===== config.mk =====
export PLATFORM = sky130hd
export DESIGN_NAME = data_pack
export DESIGN_NICKNAME = d
export VERILOG_FILES = /design/src/rtl/data_pack.sv
export SDC_FILE = /design/constraint.sdc
export NUM_CORES = 1
export LEC_CHECK = 0
export CORE_MARGIN = 4
export CORE_UTILIZATION = 57
export CTS_CLUSTER_SIZE = 8
export DETAILED_ROUTE_END_ITERATION = 16
export GPL_TIMING_DRIVEN = 0
export MAX_ROUTING_LAYER = met4
export PLACE_DENSITY = 0.76
export SYNTH_ARGS = -nofsm -noshare
export SYNTH_HDL_FRONTEND = slang
export SYNTH_SLANG_ARGS = --single-unit

===== constraint.sdc =====
create_clock -name clk -period 8.25 [get_ports clk]
set_input_delay 1.65 -clock clk [delete_from_list [all_inputs] [get_ports clk]]
set_output_delay 1.65 -clock clk [all_outputs]
set_load 0.05 [all_outputs]

===== src/rtl/data_pack.sv =====
// Repacks a 7-bit sample stream LSB-first into 32-bit words behind a show-ahead output FIFO.
// Optional macro DATA_PACK_STATS_EN adds pkt_cnt/drop_cnt statistics outputs.
module data_pack #(
  parameter int DEPTH = 4
) (
  input  logic        clk,
  input  logic        rst,
  input  logic        valid_in,
  input  logic [6:0]  data_in,
  input  logic        sop_in,
  input  logic        eop_in,
  input  logic        ready_in,
  output logic        valid_out,
  output logic [31:0] data_out,
  output logic        sop_out,
  output logic        eop_out,
  output logic        overflow,
  output logic        err_sop
`ifdef DATA_PACK_STATS_EN
  ,
  output logic [15:0] pkt_cnt,
  output logic [15:0] drop_cnt
`endif
);

  localparam int AW = $clog2(DEPTH);

  typedef enum logic {IDLE, ACTIVE} state_t;

  state_t      state, state_next;
  logic [38:0] acc, acc_next;
  logic [4:0]  cnt, cnt_next;
  logic        sop_pending, sop_pending_next;
  logic        pend_valid, pend_valid_next;
  logic [33:0] pend_word, pend_word_next;
  logic        err_sop_next;

  logic        accept, start, full_word, res_nz;
  logic [38:0] base_acc, sum;
  logic [4:0]  base_cnt;
  logic [5:0]  new_cnt;
  logic [31:0] res_data;
  logic        first_valid, second_valid, sop_now;
  logic [33:0] first_word, second_word;
  logic        push_req;
  logic [33:0] push_word;

  logic [33:0] mem [DEPTH];
  logic [AW:0] wr_ptr, rd_ptr;
  logic        empty, fifo_full, pop, push_ok, drop;

  always_ff @(posedge clk or posedge rst) begin
    if (rst) begin
      state       <= IDLE;
      acc         <= '0;
      cnt         <= '0;
      sop_pending <= 1'b0;
      pend_valid  <= 1'b0;
      pend_word   <= '0;
      err_sop     <= 1'b0;
    end else begin
      state       <= state_next;
      acc         <= acc_next;
      cnt         <= cnt_next;
      sop_pending <= sop_pending_next;
      pend_valid  <= pend_valid_next;
      pend_word   <= pend_word_next;
      err_sop     <= err_sop_next;
    end
  end

  // A sop sample always restarts packing from bit 0, discarding any open partial word.
  always_comb begin
    state_next       = state;
    acc_next         = acc;
    cnt_next         = cnt;
    sop_pending_next = sop_pending;
    err_sop_next     = err_sop;

    accept   = valid_in && ((state == ACTIVE) || sop_in);
    start    = accept && sop_in;
    base_acc = start ? 39'd0 : acc;
    base_cnt = start ? 5'd0 : cnt;
    sum      = base_acc | ({32'd0, data_in} << base_cnt);
    new_cnt  = {1'b0, base_cnt} + 6'd7;
    full_word = new_cnt[5];
    res_nz   = full_word ? (new_cnt[4:0] != 5'd0) : 1'b1;
    res_data = full_word ? {25'd0, sum[38:32]} : sum[31:0];
    sop_now  = sop_pending || start;

    first_valid  = accept && (full_word || (eop_in && res_nz));
    second_valid = accept && full_word && eop_in && res_nz;
    first_word   = full_word ? {sop_now, eop_in && !res_nz, sum[31:0]}
                             : {sop_now, 1'b1, res_data};
    second_word  = {1'b0, 1'b1, res_data};

    if (valid_in && sop_in && (state == ACTIVE))
      err_sop_next = 1'b1;

    if (accept) begin
      state_next = eop_in ? IDLE : ACTIVE;
      if (eop_in) begin
        acc_next = '0;
        cnt_next = '0;
      end else if (full_word) begin
        acc_next = {32'd0, sum[38:32]};
        cnt_next = new_cnt[4:0];
      end else begin
        acc_next = sum;
        cnt_next = new_cnt[4:0];
      end
    end

    if (first_valid)
      sop_pending_next = 1'b0;
    else if (start)
      sop_pending_next = 1'b1;

    // The pending word always goes first so words leave in production order.
    push_req        = pend_valid || first_valid;
    push_word       = pend_valid ? pend_word : first_word;
    pend_valid_next = pend_valid ? first_valid : second_valid;
    pend_word_next  = pend_valid ? first_word : second_word;
  end

  assign empty     = (wr_ptr == rd_ptr);
  assign fifo_full = (wr_ptr[AW] != rd_ptr[AW]) && (wr_ptr[AW-1:0] == rd_ptr[AW-1:0]);
  assign pop       = !empty && ready_in;
  assign push_ok   = push_req && (!fifo_full || pop);
  assign drop      = push_req && fifo_full && !pop;

  always_ff @(posedge clk or posedge rst) begin
    if (rst) begin
      wr_ptr   <= '0;
      rd_ptr   <= '0;
      overflow <= 1'b0;
    end else begin
      if (push_ok) wr_ptr <= wr_ptr + 1'b1;
      if (pop)     rd_ptr <= rd_ptr + 1'b1;
      if (drop)    overflow <= 1'b1;
    end
  end

  always_ff @(posedge clk) begin
    if (push_ok) mem[wr_ptr[AW-1:0]] <= push_word;
  end

  assign valid_out = !empty;
  assign sop_out   = valid_out && mem[rd_ptr[AW-1:0]][33];
  assign eop_out   = valid_out && mem[rd_ptr[AW-1:0]][32];
  assign data_out  = valid_out ? mem[rd_ptr[AW-1:0]][31:0] : 32'd0;

`ifdef DATA_PACK_STATS_EN
  always_ff @(posedge clk or posedge rst) begin
    if (rst) begin
      pkt_cnt  <= '0;
      drop_cnt <= '0;
    end else begin
      if (push_ok && push_word[32]) pkt_cnt <= pkt_cnt + 16'd1;
      if (drop) drop_cnt <= drop_cnt + 16'd1;
    end
  end
`endif

endmodule


After elaboration in Yosys (flattened, before gate mapping)
Memory sizes are Yosys's and may differ from the RTL's.
Cells that the tools add are included.
{ "word_totals": {"reg_bits": 89, "mem_bits_rw": 136, "inputBits": 13, "n_memories": 1} }
{ "op_classes": {"addsub": 3, "eq_ne": 3, "shifts": 1, "n_mux": 17, "bitwise_logic": 1, "reduce_logical": 28} }
{ "mem_list": {"columns": ["memory", "depth", "word_bits", "rd", "rd_ports_with_merged_regs", "write_ports", "line", "text"], "rows": [
  ["mem", 4, 34, 1, 0, 1, "48", "logic [33:0] mem [DEPTH];"]
]} }
{ "ops": {"columns": ["op", "count"], "rows": [
  ["$mux W39", 3],
  ["$mux W34", 2],
  ["$mux W32", 2],
  ["$or A39 B39 Y39", 1],
  ["$shl A7 B5 Y39", 1],
  ["$mux W33", 1],
  ["$logic_and A1 B1 Y1", 17],
  ["$mux W5", 2],
  ["$mux W1", 7],
  ["$add A3 B1 Y3 const B", 2],
  ["$add A5 B3 Y6 const B", 1],
  ["$logic_or A1 B1 Y1", 5],
  ["$reduce_bool A5 Y1", 1],
  ["$logic_not A1 Y1", 4],
  ["$eq A3 B3 Y1", 1],
  ["$eq A2 B2 Y1", 1],
  ["$reduce_bool A2 Y1", 1],
  ["$ne A1 B1 Y1", 1]
]} }

Logic depth before layout (Yosys ltp)
Gate-level depths: netlist (run 1).
{ "depth": {"ltp_word": 14, "mapped_depth": 8, "mapped_depth_nobuf": 5} }

Least setup slack after synthesis (run 1)
OpenSTA, ideal clock, no wires.
{ "synth_path": {"path_type": "input to register", "startpoint": "input port sop_in", "endpoint": "memory mem[3][0] (enable)", "setup_ps": 396, "t_arrival_ps": 3566, "t_required_ps": 7854, "setup_slack_ps": 4288, "stages": 6, "path_buffers": 2, "path_cell_list": "buf_2 buf_4 nor2_1 nor3_1 a221oi_2 and2_1"} }
{ "synth_between": {"elab_chain_len": 14} }
{ "synth_rtl": {"columns": ["element", "line", "text"], "rows": [
  ["from (decl)", "10", "input logic sop_in,"],
  ["$logic_or A1 B1 Y1", "80", "accept = valid_in && ((state == ACTIVE) || sop_in);"],
  ["$logic_and A1 B1 Y1", "80", null],
  ["$logic_and A1 B1 Y1", "81", "start = accept && sop_in;"],
  ["$mux W5", "83", "base_cnt = start ? 5'd0 : cnt;"],
  ["$add A5 B3 Y6", "85", "new_cnt = {1'b0, base_cnt} + 6'd7;"],
  ["$reduce_bool A5 Y1", "87", "res_nz = full_word ? (new_cnt[4:0] != 5'd0) : 1'b1;"],
  ["$mux W1", "87", null],
  ["$logic_and A1 B1 Y1", "91", "first_valid = accept && (full_word || (eop_in && res_nz));"],
  ["$logic_or A1 B1 Y1", "91", null],
  ["$logic_and A1 B1 Y1 *", "91", null],
  ["$logic_or A1 B1 Y1 *", "120", "push_req = pend_valid || first_valid;"],
  ["$logic_and A1 B1 Y1 *", "129", "assign push_ok = push_req && (!fifo_full || pop);"],
  ["$mux W1 *", "145", "if (push_ok) mem[wr_ptr[AW-1:0]] <= push_word;"],
  ["$mux W1 (implied by the code) *", "145", null],
  ["to (decl)", "48", null]
]} }
Every way passes the cells marked *; elsewhere a longest branch is shown, timed or not.

Final worst setup path (run 1)
{ "layout_path": {"startpoint": "register rd_ptr[1]", "endpoint": "output port data_out[14]"} }
{ "layout_between": {"elab_chain_len": 2} }
{ "layout_rtl": {"columns": ["element", "line", "text"], "rows": [
  ["from (decl)", "49", "logic [AW:0] wr_ptr, rd_ptr;"],
  ["from (signal assigned)", "139", "if (pop) rd_ptr <= rd_ptr + 1'b1;"],
  ["$mem_v2 Z4 W34 / $eq A3 B3 Y1 (equally long branches)", null, null],
  ["$mux W32 *", "151", "assign data_out = valid_out ? mem[rd_ptr[AW-1:0]][31:0] : 32'd0;"],
  ["to (decl)", "14", "output logic [31:0] data_out,"]
]} }
Marks and branches as above.

==> flow_summary.json, run 1 <==
{
  "rr_worst_depth": 4,
  "slowest_stage": "clkdlybuf4s50_1",
  "cts-root-buf": "clkbuf_16",
  "ant_nets": 0,
  "r2r-end": "mem[2][18]",
  "insertion_delay_ps": 500,
  "cp-start-kind": "flip-flop",
  "hold_violations": 0,
  "ys_async_sr_fraction_pct": 39.6,
  "cts_tree": "built",
  "synthCells": 829,
  "syn_avg_cell_area_um2": 12.9,
  "fp.dieH_um": 145,
  "setup_violations": 0,
  "synth.distinct_cells": 85,
  "worstPathRequired_ps": 6600,
  "rows": 49,
  "fin_skew_ps": 31.9,
  "dieArea_um2": 21000,
  "seq_area_frac_synth_pct": 59.1,
  "num_vias": 7703,
  "setup_tns_ps": 0,
  "crit_chain": "buf_2, xor2_1, nor2_1, nand2_1, clkbuf_1, and2_1, clkdlybuf4s50_1",
  "synth_area_leaders": "edfxtp_1, dfrtp_1, mux4_2, and2_1, a21oi_1",
  "multi_input_area_um2": 3960,
  "place.gp.congestion": 1.05,
  "cts_sinks": 225,
  "rsz0062_at_grt": "no",
  "num-nets-final": 931,
  "postCtsSetupBuffers": 0,
  "reg2reg_from": "cnt[3]",
  "synth_area_leader_cell": "edfxtp_1",
  "reg2reg_slack_ps": 5030,
  "power.total_w": 0.00457,
  "core-area_um2": 18200,
  "path_class": "reg2out",
  "fill_cells": 1250,
  "numCtsBuffers": 34,
  "antenna_found_initial": 0,
  "hold_end": "err_sop",
  "hpwl_um": 20100,
  "finalCritPeriodShare_pct": 57.5,
  "cp-end-kind": "output port",
  "grt_pass1_vias": 7663,
  "yosys_warnings": 0,
  "synth_area_um2": 10700,
  "synth_top_area_share_pct": 38.2,
  "synth-seq-cells": 225,
  "track_usage_pct": 30.4,
  "critPathMaxFanout": 10,
  "area_growth_pct": 17.2,
  "pwr_density_cell_nw_per_um2": 365,
  "max-vdd-ir-drop_mv": 0.244,
  "stdcell_count": 1167,
  "maxSlewViolCount": 0,
  "wl_per_cell_um": 25.4,
  "drt-pass1-iter-count": 5,
  "cts.repair.resized": 0,
  "drive_gt1_share_pct": 17.2,
  "port_buffers": 44,
  "grt_max_degree": 63,
  "placedCellCount": 1106,
  "drc_errors": 0,
  "post-route-min-period_ps": 4740,
  "ys.flop_type": "edfxtp_1",
  "path_clk_slew_ps": 50,
  "cp.arrival_ps": 3090,
  "run_status": "finished clean",
  "cts.hold.buffers_added": 0,
  "routed_wl_um": 29700,
  "initial_core_util_pct": 58.6,
  "drv_cap": 0,
  "fp.dieW_um": 145,
  "grt_pass1_wl_um": 46300,
  "h-tree-depth": 2,
  "worstMarginPinSlew_ps": 946,
  "max_stage_delay_ps": 800,
  "io_pins": 50,
  "seq_area_um2": 6310,
  "hold_start": "err_sop",
  "power_leakage_nw": 4.68,
  "synth_edf_count": 136,
  "diodes": 0,
  "worstHoldPathCells": 1,
  "post_drt_via_cell_ratio": 6.60,
  "cts_buffer_depth": 3,
  "cp-startpoint": "rd_ptr[1]",
  "max_freq_ghz": 0.211,
  "hold_path_class": "reg2reg",
  "relSlewSlack_pct": 36.9,
  "drtIter0Drc": 846,
  "grt.overflow.total": 0,
  "synth.net_count": 847
}
==> sequential cells by signal, indices dropped and copies added (netlist names) <==
name	cells
state	1
wr_ptr	3
overflow	1
err_sop	1
rd_ptr	3
mem	136
acc	39
pend_valid	1
sop_pending	1
cnt	5
pend_word	34
==> cell type report <==
cell class / instances / share of cell area (%)
sequential: 225 / 50.4
multi-input combinational: 531 / 31.7
clock buffer: 59 / 7.80
timing repair buffer: 48 / 4.40
buffer: 60 / 2.89
tap: 229 / 2.29
inverter: 13 / 0.410
clock inverter: 2 / 0.130
==> per-layer routing <==
metal | vias to the layer above | part of all wire, % | track usage, %
met5 | - | 0 | -
met4 | 0 | 3.9 | 11.6
met3 | 94 | 8.9 | 6.31
met2 | 439 | 45 | 44.3
met1 | 3821 | 42 | 42.4
li1 | 3349 | - | -
==> per-stage QoR <==
| step | hold slack (ps) | setup slack, ps | area [um2] | util [%] |
|---|---|---|---|---|
| after detailed placement | 464 | 3780 | 11500 | 63.3 |
| final | 469 | 3510 | 12500 | 68.7 |
| after global routing | 488 | 3230 | 12500 | 68.7 |
| after floorplan | 445 | 4290 | 10700 | - |
| after CTS | 480 | 3410 | 12500 | 68.7 |
| after global placement | 445 | 2740 | 11400 | 62.6 |
==> report_power, final <==
group | switching [W] | total (W) | internal (W)
clock | 0.000470 | 0.00127 | 0.000796
sequential | 0.0000565 | 0.00144 | 0.00138
combinational | 0.00119 | 0.00186 | 0.000675
==> synth_stat cells, types with 4 or more instances <==
library cell and n:
a221oi_1 9, nor4_1 5, inv_1 12, buf_4 5, and2_1 44, edfxtp_1 136
nand3_1 16, mux4_2 36, xnor2_1 4, a22oi_1 6, a21oi_1 54, and3_1 5
nor3_1 10, o211ai_1 4, nor2b_1 8, o21ai_1 9, mux2_2 8, buf_6 10
o21ai_0 28, mux2i_1 8, dfrtp_1 89, ha_1 5, a31oi_1 9, nand2_1 65
nor2_1 65, o31ai_1 15, or3_1 4, a21bo_2 4, o22ai_1 14, clkbuf_1 25
a21o_1 6, a32o_1 6, nand2b_1 11, a2bb2oi_1 6, buf_2 15
==> logic make-up after synthesis <==
kind of cell,synth area share (%)
and+or+nand+nor,11.8
DFF,59.1
AOI/OAI and AO/OA,14.5
buffers and inverters,3.84
muxes,9.67
xor gates and xnor gates,0.574
adders and majority gates,0.586
==> critical path, delay by kind of cell, from the launching register on <==
kind / cells / cell delay, ps
DFF: 1 / 330
buffers and inverters: 3 / 1450
and+or+nand+nor: 3 / 570
xor gates and xnor gates: 1 / 240
==> how the worst max path moves through the flow <==
stage,endpoint,slack (ps),cells after the start
after floorplan,acc[0],4290,1
after global placement,cnt[0],2740,2
after detailed placement,mem[0][10],3780,6
after CTS,data_out[13],3410,7
after global routing,data_out[13],3230,7
final,data_out[14],3510,7
==> cell usage in the layout (no fill, tap or decap), types with 6 or more instances in the layout <==
master,count
edfxtp_1,136
dfrtp_1,89
nand2_1,65
nor2_1,65
a21oi_1,54
clkbuf_1,48
clkdlybuf4s50_1,44
and2_1,40
mux4_2,36
clkbuf_16,35
o21ai_0,28
nand3_1,16
buf_2,15
o31ai_1,15
o22ai_1,14
inv_1,11
nand2b_1,11
buf_6,10
nor3_1,10
o21ai_1,9
a31oi_1,9
a221oi_1,9
nor2b_1,8
mux2i_1,8
mux2_2,8
a2bb2oi_1,6
a32o_1,6
a21o_1,6
a22oi_1,6
Note: power is estimated with default switching activity, not from simulation.
==> run 2: changes to the inputs <==
--- a/config.mk
+++ b/config.mk
@@ -6,12 +6,12 @@
 export NUM_CORES = 1
 export LEC_CHECK = 0
 export CORE_MARGIN = 4
-export CORE_UTILIZATION = 57
+export CORE_UTILIZATION = 55
 export CTS_CLUSTER_SIZE = 8
 export DETAILED_ROUTE_END_ITERATION = 16
 export GPL_TIMING_DRIVEN = 0
 export MAX_ROUTING_LAYER = met4
-export PLACE_DENSITY = 0.76
+export PLACE_DENSITY = 0.77
 export SYNTH_ARGS = -nofsm -noshare
 export SYNTH_HDL_FRONTEND = slang
 export SYNTH_SLANG_ARGS = --single-unit
==> constraint.sdc (replaced) <==
create_clock -name clk -period 4.2 [get_ports clk]
set_input_delay 0.84 -clock clk [delete_from_list [all_inputs] [get_ports clk]]
set_output_delay 0.84 -clock clk [all_outputs]
set_load 0.05 [all_outputs]
==> run 2 against run 1 <==
Combinational power grew 95%. Register-to-register slack worse by 4000 ps. Via count decreased by 2.1%. Hold slack got worse by 9.7 ps. Sequential cell count is the same. Cell count increased by 2.6%. Largest cell class unchanged. First-iteration DRC count grew 1.3%. Non-clock buffer count down 1. Sequential share of layout area hardly changed.
==> flow_summary.json, run 2 (synthesized netlist as in run 1, its figures left out) <==
{
  "grt_pass1_vias": 7385,
  "numCtsBuffers": 34,
  "crit_buf_inv": 3,
  "cts.repair.resized": 0,
  "dieArea_um2": 21700,
  "largest_reg_flops": 136,
  "antenna_found_initial": 1,
  "grt_pass1_wl_um": 44700,
  "drive_gt1_share_pct": 17.0,
  "cp-end-kind": "output port",
  "cts_buffer_depth": 3,
  "fin_area_um2": 12500,
  "ant_nets": 0,
  "initial_core_util_pct": 56.5,
  "area_growth_pct": 17.1,
  "place.gp.congestion": 1.04,
  "hold_violations": 0,
  "io_pins": 50,
  "post-route-min-period_ps": 3970,
  "cts_sinks": 225,
  "fin_skew_ps": 34.4,
  "rows": 50,
  "num_vias": 7540,
  "insertion_delay_ps": 510,
  "fill_cells": 1380,
  "drtIter0Drc": 857,
  "port_buffers": 44,
  "utilization_pct": 66.2,
  "placedCellCount": 1136,
  "path_class": "reg2out",
  "h-tree-depth": 2,
  "finalCritPeriodShare_pct": 94.6,
  "stdcell_count": 1197,
  "track_usage_pct": 27.8,
  "worstMarginPinSlew_ps": 963,
  "core-area_um2": 18900,
  "cts.hold.buffers_added": 0,
  "max_stage_delay_ps": 810,
  "power.total_w": 0.00892,
  "fp.dieH_um": 147,
  "cp.arrival_ps": 3130,
  "drv_cap": 0,
  "postCtsSetupBuffers": 0,
  "maxSlewViolCount": 0,
  "final_cell_mix": "edfxtp_1, dfrtp_1, nand2_1, nor2_1, a21oi_1",
  "run_status": "finished clean",
  "max_freq_ghz": 0.252,
  "fp.dieW_um": 147,
  "hold_path_class": "reg2reg",
  "post_drt_via_cell_ratio": 6.30,
  "place_area_um2": 11500,
  "critical-path-top-delay-family": "buffers and inverters",
  "power_leakage_nw": 4.67,
  "max-vdd-ir-drop_mv": 0.288,
  "cp-start-kind": "flip-flop",
  "drc_errors": 0,
  "drt-pass1-iter-count": 6,
  "critPathMaxFanout": 10,
  "worstPathRequired_ps": 3360,
  "cts-root-buf": "clkbuf_16",
  "hpwl_um": 19700,
  "grt_max_degree": 66,
  "pwr_density_cell_nw_per_um2": 713,
  "relSlewSlack_pct": 35.8,
  "setup_violations": 0,
  "wl_per_cell_um": 24.1,
  "crit_chain": "buf_2, xor2_1, nor2_1, nand2_1, clkbuf_1, and2_1, clkdlybuf4s50_1",
  "slowest_stage": "clkdlybuf4s50_1",
  "final_common_cell": "edfxtp_1",
  "num-nets-final": 930,
  "cts_tree": "built",
  "whs_ps": 460,
  "routed_wl_um": 28800,
  "path_clk_slew_ps": 60,
  "grt.overflow.total": 0,
  "rsz0062_at_grt": "no"
}
-- run 2: cell types whose count changed in the layout (fill, tap and decap cells not counted) --
cell | before | now
buf_16 | 4 | 2
buf_12 | 0 | 1
clkbuf_8 | 1 | 0
clkinv_4 | 0 | 1
clkinvlp_4 | 1 | 0
diode_2 | 0 | 1
-- run 2: per-layer routing --
layer | global-route usage (%) | routed length, um | vias up
li1 | - | - | 3330
met1 | 38.4 | 11900 | 3722
met2 | 41.9 | 13500 | 411
met3 | 5.74 | 2420 | 77
met4 | 9.27 | 951 | 0
met5 | - | 0 | -
-- run 2: worst paths after layout --
check | startpoint | end | slack [ps] | depth (start not counted)
setup / recovery | rd_ptr[0] | data_out[12] | 230 | 7
hold / removal | err_sop | err_sop | 460 | 1
setup reg to reg | cnt[3] | mem[0][4] | 1040 | 4
hold reg to reg | err_sop | err_sop | 460 | 1
max in group asynchronous | rst | acc[32] | 2870 | 3
min in group asynchronous | rst | err_sop | 650 | 2
-- run 2: worst reg2reg max path, stage by stage, from the launching register on --
cell and delay [ps]:
dfrtp_1 460, buf_1 470, nand3_2 290, a221oi_2 640
and2_2 910
-- run 2: metrics by stage --
step | setup WS (ps) | TNS, ps
3_5_place_dp | 492 | 0
4_1_cts | 151 | 0
3_3_place_gp | -475 | -41280
6_report | 227 | 0
2_1_floorplan | 1050 | 0
5_1_grt | 35.4 | 0
-- run 2: area by class of cell --
| type | count | area [um2] | share of cell area (%) |
|---|---|---|---|
| Antenna cell | 1 | 2.50 | 0.0200 |
| Sequential cell | 225 | 6310 | 50.5 |
| Buffer | 60 | 362 | 2.89 |
| Tap cell | 260 | 325 | 2.60 |
| Clock buffer | 58 | 962 | 7.69 |
| Timing Repair Buffer | 47 | 515 | 4.12 |
| Clock inverter | 2 | 17.5 | 0.140 |
| Multi-Input combinational cell | 531 | 3960 | 31.7 |
| Inverter | 13 | 51.3 | 0.410 |
-- run 2: report_power, final --
group | internal, W | total (W) | switching (W)
Combinational | 0.00131 | 0.00362 | 0.00231
Sequential | 0.00272 | 0.00283 | 0.000112
Clock | 0.00155 | 0.00247 | 0.000923
==> run 3: changes to the inputs <==
--- a/config.mk
+++ b/config.mk
@@ -7,6 +7,7 @@
 export LEC_CHECK = 0
 export CORE_MARGIN = 4
 export CORE_UTILIZATION = 55
+export CTS_CLUSTER_DIAMETER = 200
 export CTS_CLUSTER_SIZE = 8
 export DETAILED_ROUTE_END_ITERATION = 16
 export GPL_TIMING_DRIVEN = 0
==> run 3 against run 2 <==
Count of clock-buffer cells in the layout did not move. Global-route usage increased by 0.17 points. Setup slack improved by 5.4 ps. Critical endpoint unchanged. Critical path type unchanged. Sequential cell count is the same. Combinational power about the same. Largest power group unchanged. Total power is 0.49% higher. Routed wire length up 0.76%. Sequential share of layout area is 0.096 points lower. Non-clock buffer count did not move.
==> flow_summary.json, run 3 (synthesized netlist as in run 1, its figures left out) <==
{
  "num_vias": 7622,
  "dp_slack_ps": 492,
  "cts_buffer_depth": 3,
  "grt_pass1_wl_um": 45100,
  "hold_violations": 0,
  "cts_sinks": 225,
  "max_freq_ghz": 0.252,
  "cts.hold.buffers_added": 0,
  "drc_errors": 0,
  "fin_skew_ps": 21.3,
  "final_cell_mix": "edfxtp_1, dfrtp_1, nand2_1, nor2_1, a21oi_1",
  "ant_nets": 0,
  "pwr_density_cell_nw_per_um2": 715,
  "run_status": "finished clean",
  "cp.arrival_ps": 3130,
  "critPathMaxFanout": 10,
  "path_class": "reg2out",
  "final_common_cell": "edfxtp_1",
  "reg2reg_slack_ps": 1050,
  "initial_core_util_pct": 56.5,
  "drive_gt1_share_pct": 17.1,
  "worstPathRequired_ps": 3360,
  "hpwl_um": 19700,
  "grt_max_degree": 66,
  "drtIter0Drc": 794,
  "place_area_um2": 11500,
  "grt_pass1_vias": 7473,
  "rsz0062_at_grt": "no",
  "fp.dieH_um": 147,
  "hold_end": "overflow",
  "core-area_um2": 18900,
  "rr_worst_depth": 4,
  "maxSlewViolCount": 0,
  "place.gp.congestion": 1.04,
  "setup_ws_ps": 232,
  "cts.repair.resized": 0,
  "cp-end-kind": "output port",
  "cts-root-buf": "clkbuf_16",
  "cts_tree": "built",
  "cp-start-kind": "flip-flop",
  "fin_area_um2": 12500,
  "routed_wl_um": 29000,
  "relSlewSlack_pct": 35.6,
  "hold_path_class": "reg2reg",
  "setup_violations": 0,
  "rows": 50,
  "numCtsBuffers": 34,
  "grt.overflow.total": 0,
  "path_clk_slew_ps": 50,
  "post-route-min-period_ps": 3970,
  "insertion_delay_ps": 500,
  "drv_cap": 0,
  "area_growth_pct": 17.4,
  "port_buffers": 44,
  "fp.dieW_um": 147,
  "h-tree-depth": 2,
  "num-nets-final": 930,
  "r2r-end": "mem[0][21]",
  "post_drt_via_cell_ratio": 6.36,
  "worstMarginPinSlew_ps": 966,
  "fill_cells": 1384,
  "wl_per_cell_um": 24.2,
  "max-vdd-ir-drop_mv": 0.279,
  "power_leakage_nw": 4.68,
  "track_usage_pct": 28.0,
  "worstHoldPathCells": 1,
  "finalCritPeriodShare_pct": 94.5,
  "reg2reg_from": "cnt[3]",
  "hold_start": "overflow",
  "largest_reg_flops": 136,
  "postCtsSetupBuffers": 0,
  "drt-pass1-iter-count": 5,
  "io_pins": 50,
  "dieArea_um2": 21700,
  "antenna_found_initial": 1
}
run 3: cell count changes in the layout (fill, tap and decap cells not counted):
cell	delta
inv_6	-1
clkinv_8	+2
run 3: worst max path at each step:
stage	start	cells after the start	to	slack [ps]
5_1_grt	rd_ptr[0]	7	data_out[12]	30
2_1_floorplan	rst	1	acc[0]	1050
3_5_place_dp	data_in[0]	6	mem[0][10]	490
4_1_cts	rd_ptr[0]	7	data_out[12]	170
3_3_place_gp	rst	2	rd_ptr[0]	-470
6_report	rd_ptr[0]	7	data_out[12]	230
run 3: report_power, final:
part	switching, W	internal, W	leakage (nW)
clock	0.000951	0.00156	0.476
combinational	0.00232	0.00131	1.73
sequential	0.000113	0.00272	2.47
total	0.00338	0.00559	4.68
run 3: stage by stage:
stage	hold slack (ps)	utilization (%)	total power (W)	std cells	setup TNS (ps)
final	458	66.3	0.00897	1198	0
after global routing	481	66.3	0.00934	1198	0
after floorplan	445	-	0.00538	829	0
after detailed placement	446	61.0	0.00648	1136	0
after global placement	441	60.6	0.00642	1133	-41280
after CTS	465	66.3	0.00900	1197	0
run 3: worst max-delay path, cell delays in order (launching register included):
cell and delay, ps:
dfrtp_1 340, buf_2 280, xor2_1 250, nor2_1 60
nand2_1 260, clkbuf_1 420, and2_1 210, clkdlybuf4s50_1 800
run 3: layout make-up:
class                           instances  area, um2  share of cell area (%)
Sequential cell                       225       6310                    50.4
Multi-Input combinational cell        531       3960                    31.6
Clock buffer                           58        962                    7.68
Timing Repair Buffer                   47        515                    4.11
Buffer                                 60        362                    2.89
Tap cell                              260        325                    2.60
Inverter                               13       51.3                   0.409
Clock inverter                          3       41.3                   0.329
Antenna cell                            1       2.50                  0.0200
run 3: per-layer routing:
layer | vias to the layer above | part of all wire, % | global-route usage [%]
li1 | 3331 | - | -
met1 | 3816 | 41 | 38.5
met2 | 393 | 47 | 41.6
met3 | 82 | 8.3 | 6.05
met4 | 0 | 3.6 | 10.3
met5 | - | 0 | -
